### src/rtl/multi_approach_signal_controller.sv
// N_APP-approach round-robin junction controller with an all-walk pedestrian phase and prioritised emergency preemption.
// Optional build macro PED_CALL_EN adds a ped_call input so the pedestrian phase runs only when it has been requested.
module multi_approach_signal_controller #(
  parameter int N_APP    = 2,
  parameter int T_GREEN  = 30,
  parameter int T_YELLOW = 5,
  parameter int T_CLEAR  = 2,
  parameter int T_PED    = 20,
  parameter int T_EM     = 10
) (
  input  logic               clk,
  input  logic               reset_n,
  input  logic [N_APP-1:0]   em_req,
`ifdef PED_CALL_EN
  input  logic               ped_call,
`endif
  output logic [2*N_APP-1:0] light,
  output logic [N_APP-1:0]   walk,
  output logic [N_APP-1:0]   buzzer,
  output logic               em_active,
  output logic [1:0]         cur_app
);

  function automatic int max2(input int a, input int b);
    return (a > b) ? a : b;
  endfunction

  localparam int T_MAX = max2(max2(max2(T_GREEN, T_YELLOW), max2(T_CLEAR, T_PED)), T_EM);
  localparam int TW    = $clog2(T_MAX + 1);

  localparam logic [1:0] LAST = 2'(N_APP - 1);
  localparam logic [1:0] L_G  = 2'b00;
  localparam logic [1:0] L_Y  = 2'b01;
  localparam logic [1:0] L_R  = 2'b10;
  localparam logic [2*N_APP-1:0] LIGHT_RST = {{(N_APP-1){L_R}}, L_G};

  typedef enum logic [1:0] {S_GREEN, S_YELLOW, S_PED, S_CLEAR} state_t;

  // Lowest set request index wins; returns 0 when nothing is requested.
  function automatic logic [1:0] lowest_set(input logic [N_APP-1:0] req);
    logic [1:0] r;
    r = 2'd0;
    for (int i = N_APP - 1; i >= 0; i--) begin
      if (req[i]) r = 2'(i);
    end
    return r;
  endfunction

  function automatic logic req_bit(input logic [N_APP-1:0] req, input logic [1:0] idx);
    logic r;
    r = 1'b0;
    for (int i = 0; i < N_APP; i++) begin
      if (idx == 2'(i)) r = req[i];
    end
    return r;
  endfunction

  function automatic logic [TW-1:0] last_tick(input state_t s);
    case (s)
      S_GREEN:  return TW'(T_GREEN - 1);
      S_YELLOW: return TW'(T_YELLOW - 1);
      S_PED:    return TW'(T_PED - 1);
      default:  return TW'(T_CLEAR - 1);
    endcase
  endfunction

  state_t        state_q, state_d;
  logic [TW-1:0] timer_q, timer_d;
  logic [1:0]    app_q, app_d;
  logic          em_q, em_d;
  logic [1:0]    em_app_q, em_app_d;
  logic [TW-1:0] em_timer_q, em_timer_d;
  logic [1:0]    lo;
  logic          ped_ok;
  logic [2*N_APP-1:0] light_d;
  logic [N_APP-1:0]   walk_d, buzzer_d;

`ifdef PED_CALL_EN
  logic ped_latch_q, ped_prev_q, ped_enter;
  assign ped_ok    = ped_latch_q;
  assign ped_enter = (state_d == S_PED) && (state_q != S_PED);

  // A new call during PED (or on its entry edge) is kept for the next round.
  always_ff @(posedge clk or negedge reset_n) begin
    if (!reset_n) begin
      ped_latch_q <= 1'b0;
      ped_prev_q  <= 1'b0;
    end else begin
      ped_prev_q  <= ped_call;
      ped_latch_q <= (ped_latch_q & ~ped_enter) | (ped_call & ~ped_prev_q);
    end
  end
`else
  assign ped_ok = 1'b1;
`endif

  assign lo = lowest_set(em_req);

  // Normal sequence and its timer stay frozen for the whole emergency episode.
  always_comb begin
    state_d    = state_q;
    timer_d    = timer_q;
    app_d      = app_q;
    em_d       = em_q;
    em_app_d   = em_app_q;
    em_timer_d = em_timer_q;
    if (!em_q) begin
      if (|em_req) begin
        em_d       = 1'b1;
        em_app_d   = lo;
        em_timer_d = '0;
      end else if (timer_q == last_tick(state_q)) begin
        timer_d = '0;
        case (state_q)
          S_GREEN: state_d = S_YELLOW;
          S_YELLOW: begin
            if (app_q == LAST && ped_ok) begin
              state_d = S_PED;
            end else begin
              state_d = S_CLEAR;
              app_d   = (app_q == LAST) ? 2'd0 : app_q + 2'd1;
            end
          end
          S_PED: begin
            state_d = S_CLEAR;
            app_d   = 2'd0;
          end
          default: state_d = S_GREEN;
        endcase
      end else begin
        timer_d = timer_q + TW'(1);
      end
    end else begin
      if (|em_req && lo < em_app_q) begin
        em_app_d   = lo;
        em_timer_d = '0;
      end else if (em_timer_q == TW'(T_EM - 1)) begin
        em_timer_d = '0;
        if (!req_bit(em_req, em_app_q)) begin
          if (|em_req) em_app_d = lo;
          else         em_d     = 1'b0;
        end
      end else begin
        em_timer_d = em_timer_q + TW'(1);
      end
    end
  end

  // Outputs are decoded from the next state so the registers line up with the state they describe.
  always_comb begin
    light_d  = '0;
    walk_d   = '0;
    buzzer_d = '0;
    for (int j = 0; j < N_APP; j++) begin
      light_d[2*j +: 2] = L_R;
      if (em_d) begin
        if (em_app_d == 2'(j)) light_d[2*j +: 2] = L_G;
      end else begin
        case (state_d)
          S_GREEN: begin
            if (app_d == 2'(j)) light_d[2*j +: 2] = L_G;
            else                walk_d[j] = 1'b1;
          end
          S_YELLOW: begin
            if (app_d == 2'(j)) light_d[2*j +: 2] = L_Y;
            else                walk_d[j] = 1'b1;
          end
          S_PED: walk_d[j] = 1'b1;
          default: begin
            walk_d[j]   = 1'b1;
            buzzer_d[j] = (app_d == 2'(j));
          end
        endcase
      end
    end
  end

  always_ff @(posedge clk or negedge reset_n) begin
    if (!reset_n) begin
      state_q    <= S_GREEN;
      timer_q    <= '0;
      app_q      <= 2'd0;
      em_q       <= 1'b0;
      em_app_q   <= 2'd0;
      em_timer_q <= '0;
      light      <= LIGHT_RST;
      walk       <= '0;
      buzzer     <= '0;
    end else begin
      state_q    <= state_d;
      timer_q    <= timer_d;
      app_q      <= app_d;
      em_q       <= em_d;
      em_app_q   <= em_app_d;
      em_timer_q <= em_timer_d;
      light      <= light_d;
      walk       <= walk_d;
      buzzer     <= buzzer_d;
    end
  end

  assign em_active = em_q;
  assign cur_app   = app_q;

endmodule

### config.mk
export PLATFORM = sky130hd
export DESIGN_NAME = multi_approach_signal_controller
export DESIGN_NICKNAME = d
export VERILOG_FILES = /design/src/rtl/multi_approach_signal_controller.sv
export SDC_FILE = /design/constraint.sdc
export NUM_CORES = 1
export LEC_CHECK = 0
export ABC_AREA = 0
export CORE_ASPECT_RATIO = 1.2
export CORE_MARGIN = 4
export CORE_UTILIZATION = 55
export CTS_CLUSTER_SIZE = 30
export DETAILED_ROUTE_END_ITERATION = 7
export PLACE_DENSITY = 0.82
export SYNTH_ARGS = -nofsm -noshare
export SYNTH_HDL_FRONTEND = slang
export SYNTH_SLANG_ARGS = --single-unit
export TNS_END_PERCENT = 5
### constraint.sdc
create_clock -name clk -period 5.2 [get_ports clk]
set_clock_uncertainty 0.15 [all_clocks]
set_input_delay 1.04 -clock clk [delete_from_list [all_inputs] [get_ports clk]]
set_output_delay 1.04 -clock clk [all_outputs]
set_load 0.005 [all_outputs]
**Yosys cells after proc, flatten, opt, wreduce, memory -nomap -nowiden**

Cells that the tools add are included.

- Bits in registers: 25
- Input bits: 4
- Output and inout port bits: 11
- Logic and storage cells: 91

- Add/sub/neg operators: 3
- $lt $le $gt $ge: 1
- Equal/unequal tests: 10
- Multiplexer cells: 55
- Bitwise operators: 2
- Reduce and logical (&&, ||, !) cells: 11

Operators by type and width:

| operator | count |
|---|---|
| $mux W2 | 20 |
| $mux W5 | 7 |
| $mux W1 | 23 |
| $pmux W5 S3 | 1 |
| $eq A2 B1 Y1 const B | 6 |
| $pmux W2 S2 | 3 |
| $add A5 B1 Y5 const B | 2 |
| $logic_not A2 Y1 | 5 |
| $pmux W2 S3 | 1 |
| $eq A5 B4 Y1 const B | 1 |
| $eq A5 B5 Y1 | 1 |
| $eq A2 B2 Y1 const B | 2 |
| $reduce_or A2 Y1 | 2 |
| $reduce_or A3 Y1 | 1 |
| $add A2 B1 Y2 const B | 1 |
| $lt A2 B2 Y1 | 1 |
| $not A1 Y1 | 2 |
| $reduce_and A2 Y1 | 1 |
| $reduce_bool A2 Y1 | 1 |
| $logic_and A1 B1 Y1 | 1 |

**Longest topological paths before layout**

- Depth in word-level cells: 13
- Gate-level depth with buffers: 9
- Mapped depth without buffers: 9

**Worst setup path before layout**

No wires, ideal clock.

- Kind: input to register
- Start: input port em_req[0]
- End: register light[1]
- Setup time: 0.129 ns
- Arrival: 2.564 ns
- Data required time: 4.921 ns
- Slack: 2.357 ns
- Cell stages on the path: 7
- Path buffers: 2
- Path through: buf_6 > or3_4 > buf_6 > nor3_4 > mux2_4 > nor3_1 > o22ai_1

- Elaborated cells between the ends (all ways): 32
- Those cells by class: order compare: 1; eq/ne: 1; mux: 25; reduce/logical: 5

RTL lines:

| element | line | RTL |
|---|---|---|
| start, declared | 13 | `input logic [N_APP-1:0] em_req,` |
| $reduce_or A2 Y1 (*) | 108 | `if (\|em_req) begin` |
| $mux W2 (*) | 108 |  |
| $mux W2 (*) | 107 | `if (!em_q) begin` |
| named net state_d[1] | 67 | `state_t state_q, state_d;` |
| $eq A2 B1 Y1 or $logic_not A2 Y1 (tied branches) | 159 | `case (state_d)` |
| $pmux W2 S2 (*) | 159 |  |
| $mux W2 (*) | 156 | `if (em_d) begin` |
| named net light_d[1] | 75 | `logic [2*N_APP-1:0] light_d;` |
| end signal, assigned | 196 | `light <= light_d;` |
| end, declared | 17 | `output logic [2*N_APP-1:0] light,` |

Mark *: on every way through the listed nets, which the timed path passes. The rest lies on a longest branch. The select of a mux whose other input is x is not followed.
A chain may end at the register's enable or synchronous reset.

**Worst setup path in the final report**

Ends and elaborated chain as after synthesis.

==> flow_metrics.py <==
metrics = {
    "cts": {
        "cts.path.max_buffers": 2,
        "post-cts-setup-buffers": 0,
        "clk_pin_slew_ns": 0.13,
        "hold_buffers": 0,
        "cts_resized": 0,
        "root_buffer": "clkbuf_4",
        "cts_tree": "done",
        "cts.sinks": 25,
        "clk_latency_ns": 0.32,
        "cts_buffers": 3,
        "cts_max_level": 1,
    },
    "cells_and_area": {
        "n_antenna_cell": 0,
        "fillers": 163,
        "finalNetCount": 152,
        "drive_gt1_frac": 0.0935,
        "final_cell_area_um2": 1480,
        "areaGrowthSynthToFinish_pct": 14.2,
    },
    "synth": {
        "yosys_warnings": 0,
        "ys_ff_latch": 25,
        "yosys.area.top_type": "dfrtp_1",
        "async_flop_share": 1.00,
        "yosys.area.top_type_share": 0.464,
        "synth_edf_count": 0,
        "synth_area_um2": 1290,
        "synth_cell_types": 35,
        "yosysSeqAreaShare": 0.485,
        "ys.flop_type": "dfrtp_1",
        "syn-num-nets": 135,
        "synthTopCellsByArea": "dfrtp_1, ha_1, nor3_1",
        "syn_avg_cell_area_um2": 10.5,
        "ys_top_cells_by_count": "dfrtp_1, nand2_1, nor3_1, o21ai_0",
        "syn_inst": 123,
        "yosys.cell_count.top_type": "dfrtp_1",
    },
    "global_route": {
        "overflow": 0,
        "grt_pass1_vias": 982,
        "antenna_found_initial": 0,
        "grt_pass1_wl_mm": 4.13,
        "grt_usage": 0.177,
        "grt_max_degree": 26,
    },
    "pwr": {
        "power_density_nw_per_um2": 316,
        "power.total_w": 0.000467,
        "leakagePower_nw": 0.649,
        "peakVddDrop_mv": 0.270,
    },
    "floorplan": {
        "ios": 15,
        "design.die.area_um2": 3200,
        "start_util": 0.573,
        "core-area_um2": 2260,
        "num_rows": 19,
        "die_w_um": 52.3,
        "die_y_um": 61.1,
    },
    "critical_path": {
        "worstPathCellList": "clkdlybuf4s50_1 -> or3_4 -> nor3_4 -> mux2_4 -> nor3_1 -> o22ai_1",
        "cp-start-kind": "input pin",
        "cp.required_ns": 5.26,
        "cp_num_buf_inv": 1,
        "reg2reg_depth": 8,
        "path_delay_family": "simple AND/OR/NAND/NOR gates",
        "reg2reg_setup_slack_ns": 2.64,
        "cp_max_fo": 8,
        "end_kind": "flip-flop",
        "regToRegStartpoint": "state_q[0]",
        "crit_type": "input pin to flip-flop",
        "reg2reg_to": "light[1]",
        "slowest_delay_ns": 0.54,
        "critPathSlowestCell": "clkdlybuf4s50_1",
        "arrival_ns": 3.13,
    },
    "timing": {
        "rsz0062_at_grt": "no",
        "max_freq_mhz": 325,
        "finalCritPeriodShare": 0.591,
        "hold_violations": 0,
        "max_slew_margin": 0.285,
        "tightest_slew_ns": 1.07,
        "period_needed_ns": 3.07,
        "tns_ns": 0,
        "setup_viol": 0,
        "slew_violations": 0,
    },
    "placed_design": {
        "io_buffer_count": 14,
        "postPlaceCellArea_um2": 1450,
        "place_congestion": 0.863,
        "hpwl_mm": 1.76,
    },
    "drt": {
        "via_per_inst": 5.54,
        "ant_nets": 0,
        "num_vias": 941,
        "wire_per_inst_um": 14.1,
        "drtIter0Drc": 25,
        "finalWirelength_mm": 2.39,
        "drcViolationCount": 0,
        "dr.pass1.iters": 4,
    },
    "min_path": {
        "hold_depth": 1,
        "min_to": "em_timer_q[4]",
        "hold_path_class": "flip-flop to flip-flop",
        "hold_start": "em_timer_q[4]",
    },
    "status": {
        "status": "finished, final reports clean",
    },
    "run": {
        "cap_violations": 0,
    },
}
## routing by layer
| metal | vias to the layer above | GRT usage | wire [um] |
|---|---|---|---|
| met4 | 0 | 0.109 | 65 |
| met3 | 7 | 0.0291 | 58 |
| met5 | - | 0 | 0 |
| met2 | 22 | 0.291 | 1200 |
| li1 | 462 | - | - |
| met1 | 450 | 0.219 | 1070 |
## kinds of logic (layout without fill, tap and decap cells)
| logic type | count (synthesis) | count (layout) | share of synthesized area |
|---|---|---|---|
| buffers and inverters | 10 | 26 | 0.0406 |
| AO/OA/AOI/OAI | 28 | 28 | 0.133 |
| flip-flops | 25 | 25 | 0.485 |
| XOR/XNOR | 8 | 8 | 0.0542 |
| adder cells (fa/ha/maj) | 8 | 8 | 0.0774 |
| multiplexers | 2 | 2 | 0.0290 |
| AND/OR/NAND/NOR | 42 | 42 | 0.181 |
## cell type report
cell class	instances	area, um2	share of cell area
sequential	25	627	0.424
inverter	8	30.0	0.0203
multi-input combinational	88	614	0.416
clock buffer	3	22.5	0.0152
timing repair buffer	14	140	0.0948
clock inverter	1	5.00	0.00339
tap	31	38.8	0.0262
## worst max path at each step
stage | from | endpoint | slack, ns | cells after the start
3_3_place_gp | em_req[0] | light[1] | 1.86 | 6
4_1_cts | em_req[0] | light[1] | 2.14 | 6
2_1_floorplan | em_req[0] | light[1] | 2.36 | 7
5_1_grt | em_req[0] | light[1] | 2.09 | 6
3_5_place_dp | em_req[0] | light[1] | 1.81 | 6
6_report | em_req[0] | light[1] | 2.13 | 6
## cell usage in the layout, fill, tap and decap left out, types with 2 or more instances in the layout
cell / n
clkdlybuf4s50_1: 14
ha_1: 8
xnor2_1: 3
inv_1: 6
o211ai_1: 2
o31ai_1: 2
nor2_1: 8
xor2_1: 5
nand2b_1: 2
nor2b_1: 2
nand3_1: 2
dfrtp_1: 24
o21ai_0: 9
nand2_1: 9
nor3_1: 9
a31oi_1: 2
nand4_1: 3
a21boi_0: 2
clkbuf_4: 3
a21oi_1: 5
inv_2: 2
o22ai_1: 2
## sequential cells by signal (all words and copies together), names as in the netlist
name	flops
em_active	1
timer_q	5
em_app_q	2
cur_app	2
state_q	2
em_timer_q	5
light	4
buzzer	2
walk	2
## per-stage QoR
step	std cells	util	worst slack (ns)	hold WS, ns
3_5_place_dp	166	0.642	1.81	0.316
3_3_place_gp	166	0.642	1.86	0.311
4_1_cts	170	0.654	2.14	0.336
5_1_grt	170	0.654	2.09	0.361
6_report	170	0.654	2.13	0.335
2_1_floorplan	123	-	2.36	0.288
## worst reg2reg max path: stages, from the launching register on
cell and delay [ns]:
dfrtp_1 0.45, inv_1 0.12, ha_1 0.24, xnor2_1 0.17
nand4_1 0.17, nor3_4 0.43, mux2_4 0.38, nor3_1 0.22
o22ai_1 0.11
## report_power, final
group	switching (W)	total, W	internal [W]
sequential	0.0000314	0.000257	0.000226
combinational	0.0000655	0.000124	0.0000582
clock	0.0000573	0.0000861	0.0000289
Power figures use the tool's default switching activity.
==> variant 1 (same flow settings) <==
Encoding of `state_t`: now one-hot (4 bits for 4 states).
--- a/src/rtl/multi_approach_signal_controller.sv
+++ b/src/rtl/multi_approach_signal_controller.sv
@@ -34,7 +34,7 @@
   localparam logic [1:0] L_R  = 2'b10;
   localparam logic [2*N_APP-1:0] LIGHT_RST = {{(N_APP-1){L_R}}, L_G};
 
-  typedef enum logic [1:0] {S_GREEN, S_YELLOW, S_PED, S_CLEAR} state_t;
+  typedef enum logic [3:0] {S_GREEN = 4'b0001, S_YELLOW = 4'b0010, S_PED = 4'b0100, S_CLEAR = 4'b1000} state_t;
 
   // Lowest set request index wins; returns 0 when nothing is requested.
   function automatic logic [1:0] lowest_set(input logic [N_APP-1:0] req);
Formal check against the unedited RTL: no difference found for any inputs over 10 cycles, from zero or initial values and one cycle with reset_n low; not proved beyond that.
==> variant 1 against the unedited design <==
Final cell count rose by 24%. Hold slack better by 17 ps. Global-route usage increased by 0.48 points. Power is 5.4% lower. Non-clock buffer count up 1. Fmax is 2.4% lower. Sequential cell count up 2. Worst setup slack got worse by 75 ps. Routed wire length rose by 32%. Area after synthesis increased by 16%. Cell area grew 14%. Die area rose by 14%. Largest power group unchanged.
==> variant 1: results <==
[run_status]
status = finished, final reports clean

[logic_synthesis]
synth_warnings = 0
synth_area_leaders = dfrtp_1, o21ai_0, nor2_1
seq_area_frac_synth_pct = 45.20
ys_async_sr_fraction_pct = 100.0
syn-num-nets = 170
syn_avg_cell_area_um2 = 9.204
synth_cell_types = 49
synth_common_cells = dfrtp_1, nor2_1, o21ai_0, nand2_1, a21oi_1
synth_ff_type = dfrtp_1

[worst_setup_path]
max_stage_delay_ps = 580
cp_max_fo = 11
critical_path.top_delay_family = simple AND/OR/NAND/NOR gates
cp_slowest_cell = or3_1
crit_arrival_ps = 3250

[layout]
reg_top3 = em_timer_q (5), timer_q (5)
drive_gt1_share_pct = 9.040
antenna_cells = 0
final_nets = 185

[pwr]
leakage_nw = 0.7114
ir_worst_vdd_v = 0.0002280

[grt]
grt_use_total_pct = 18.20
grt_pass1_wl_um = 5313
grt_max_degree = 28
grt.met2_usage_pct = 33.43
grt_util_met3_pct = 2.947
met1_usage_pct = 21.37

[placed_design]
placed_cell_area_mm2 = 0.001659
place_inst = 206
portBuffers = 14
pre_cts_slack_ps = 1738
gp_congestion = 0.9260
hpwlAfterDp_um = 2310

[drt]
via_per_inst = 6.100
drt_first_iter_violations = 30
num_vias = 1281
routed_wl_um = 3153

[clocking]
cts_buffers = 3
root_buffer = clkbuf_4
post_cts_resized = 0
clock_latency_ps = 310
htree_num_levels = 1
post_cts_buffers = 0

[sta]
finalSetupTns_ps = 0
slew_headroom_pct = 60.10
## variant 1: cell types whose count changed after synthesis, moves of 4 or more
| cell | delta |
|---|---|
| nor3_1 | -4 |
| nor2_1 | +9 |
| ha_1 | -5 |
| xor2_1 | -4 |
| nor2b_1 | +6 |
| o21ai_0 | +7 |
| a21oi_1 | +6 |
| nand2_1 | +6 |
## variant 1: logic make-up after synthesis
| family | synth area share, % |
|---|---|
| AO/OA/AOI/OAI | 22.27 |
| XOR/XNOR | 0.5839 |
| adder cells (fa/ha/maj) | 2.502 |
| buffers and inverters | 3.753 |
| flip-flops | 45.20 |
| multiplexers | 1.418 |
| AND/OR/NAND/NOR | 24.27 |
## variant 1: worst register-to-register path, delay by kind of cell, from the launching register on
family	cells	cell delay, ps
compound gates	3	940
flops	1	550
buf+inv	1	80
simple gates	4	1030
## variant 1: power breakdown
part           switching (mW)  internal (mW)
Combinational          0.0487         0.0430
Clock                  0.0578         0.0287
Sequential             0.0269          0.237
Total                   0.133          0.309
## variant 1: layout make-up
| cell class | count | area (um2) |
|---|---|---|
| multi-input cells | 124 | 765.7 |
| inverters | 7 | 26.28 |
| well taps | 33 | 41.29 |
| fillers | 195 | 890.9 |
| flip-flops and latches | 27 | 678.2 |
| clock buffers | 3 | 22.52 |
| repair buffers | 15 | 147.6 |
| clock inverters | 1 | 5.005 |
## variant 1: path summary, 6_finish.rpt
check | slack (ps) | startpoint | cells past startpoint | end
min reg2reg | 350 | em_timer_q[4] | 1 | em_timer_q[4]
min | 350 | em_timer_q[4] | 1 | em_timer_q[4]
max in group asynchronous | 3670 | reset_n | 2 | light[3]
max reg2reg | 2390 | state_q[2] | 8 | buzzer[0]
max | 2050 | em_req[0] | 6 | buzzer[0]
min in group asynchronous | 930 | reset_n | 2 | timer_q[3]
## variant 1: layer usage
metal / part of all wire, % / up-vias
met3: 3.9 / 6
met4: 1.3 / 0
li1: - / 614
met5: 0 / -
met1: 43 / 622
met2: 51 / 39
==> variant 2 (same settings) <==
Made on the original files. Set the parameter `T_EM` to 11 (it was 10).
--- a/src/rtl/multi_approach_signal_controller.sv
+++ b/src/rtl/multi_approach_signal_controller.sv
@@ -6,7 +6,7 @@
   parameter int T_YELLOW = 5,
   parameter int T_CLEAR  = 2,
   parameter int T_PED    = 20,
-  parameter int T_EM     = 10
+  parameter int T_EM     = 11
 ) (
   input  logic               clk,
   input  logic               reset_n,
Check against the original RTL: no difference found for any inputs over 10 cycles, from zero or initial values and one cycle with reset_n low; that may be too few to reach the edited logic, so the function may still have changed.
==> variant 2 against the unedited design <==
Routed wire length fell by 3.3%. Largest power group unchanged. Area after synthesis fell by 1.1%. Die area fell by 0.91%. Power rose by 4.0%. Global-route usage fell by 0.32 points. Via count rose by 3.1%. Highest routed layer unchanged. Sequential cell count did not move. Worst setup slack improved by 75 ps. Utilization rose by 3.4 points. Cell area fell by 0.34%. Non-clock buffer count did not move.
==> variant 2: results <==
[run_status]
status = finished, final reports clean

[grt]
grt_pass1_vias = 991
grt_use_total_pct = 17.39
grt_pass1_wl_um = 4174
grt_max_degree = 26

[clocking]
htree_num_levels = 1
post_cts_buffers = 0
clock_latency_ps = 310
cts_buffers = 3

[logic_synthesis]
synth_adder_area_share_pct = 7.820
synth_area_leaders = dfrtp_1, ha_1, o21ai_0
syn_inst = 125
synth_cell_types = 33
synth_warnings = 0
synth_mux_area_share_pct = 1.760
synth-xor-area-share_pct = 5.474
syn_avg_cell_area_um2 = 10.24
synth_seq_cells = 25
synth_compound_area_share_pct = 14.96
synth_common_cells = dfrtp_1, nor2_1, o21ai_0, nand2_1, ha_1
seq_area_frac_synth_pct = 48.97
syn-num-nets = 137

[layout]
clk_share_pct = 1.784
final_nets = 155
multi_input_cells = 90
drive_gt1_share_pct = 8.451
fin_cells = 172
n_fill_cell = 165
inverters = 9
ff_latch_area_um2 = 626.9
reg_top3 = em_timer_q (5), timer_q (5), light (4)
buf_share_pct = 9.516
area_growth_pct = 15.05
clock_buffers = 4
multi_input_area_um2 = 608.1

[placed_design]
placed_cell_area_mm2 = 0.001446
hpwlAfterDp_um = 1807
gp_congestion = 0.8215
portBuffers = 14
pre_cts_slack_ps = 1873

[pwr]
pwr.group.clock_mw = 0.0832
seq-power_mw = 0.264
leakage_nw = 0.6529
netSwitchingFraction_pct = 34.32
ir_worst_vdd_v = 0.0001950
power_mw = 0.4859

[worst_setup_path]
cp_max_fo = 8
crit_arrival_ps = 3050

[drt]
wire_per_inst_um = 13.45
drt_first_iter_violations = 13
num_vias = 970
first_pass_iters = 5

[sta]
worstMarginPinSlew_ps = 1067
maxSlewViolCount = 0
variant 2: layer usage:
metal	part of all wire (%)	GRT usage, %	wire (um)	up-vias
li1	-	-	-	469
met1	43	20.79	993	481
met4	1.6	8.989	36	0
met3	2.5	2.457	58	5
met5	0	0	0	-
met2	53	30.34	1224	15
variant 2: worst paths after layout:
check | slack (ps) | cells after the start | to | startpoint
worst max-delay path | 2200 | 7 | light[1] | em_req[0]
worst min-delay path | 360 | 1 | em_timer_q[4] | em_timer_q[4]
worst max register to register | 2720 | 9 | light[1] | state_q[0]
worst min register to register | 360 | 1 | em_timer_q[4] | em_timer_q[4]
max in group asynchronous | 3120 | 1 | buzzer[0] | reset_n
min in group asynchronous | 1140 | 1 | timer_q[2] | reset_n
variant 2: worst max-delay path, stage by stage:
cell and delay, ps:
clkdlybuf4s50_1 510, or3_1 540, nor3_4 340, o21a_1 220
inv_2 70, nor3_1 210, o22ai_1 110
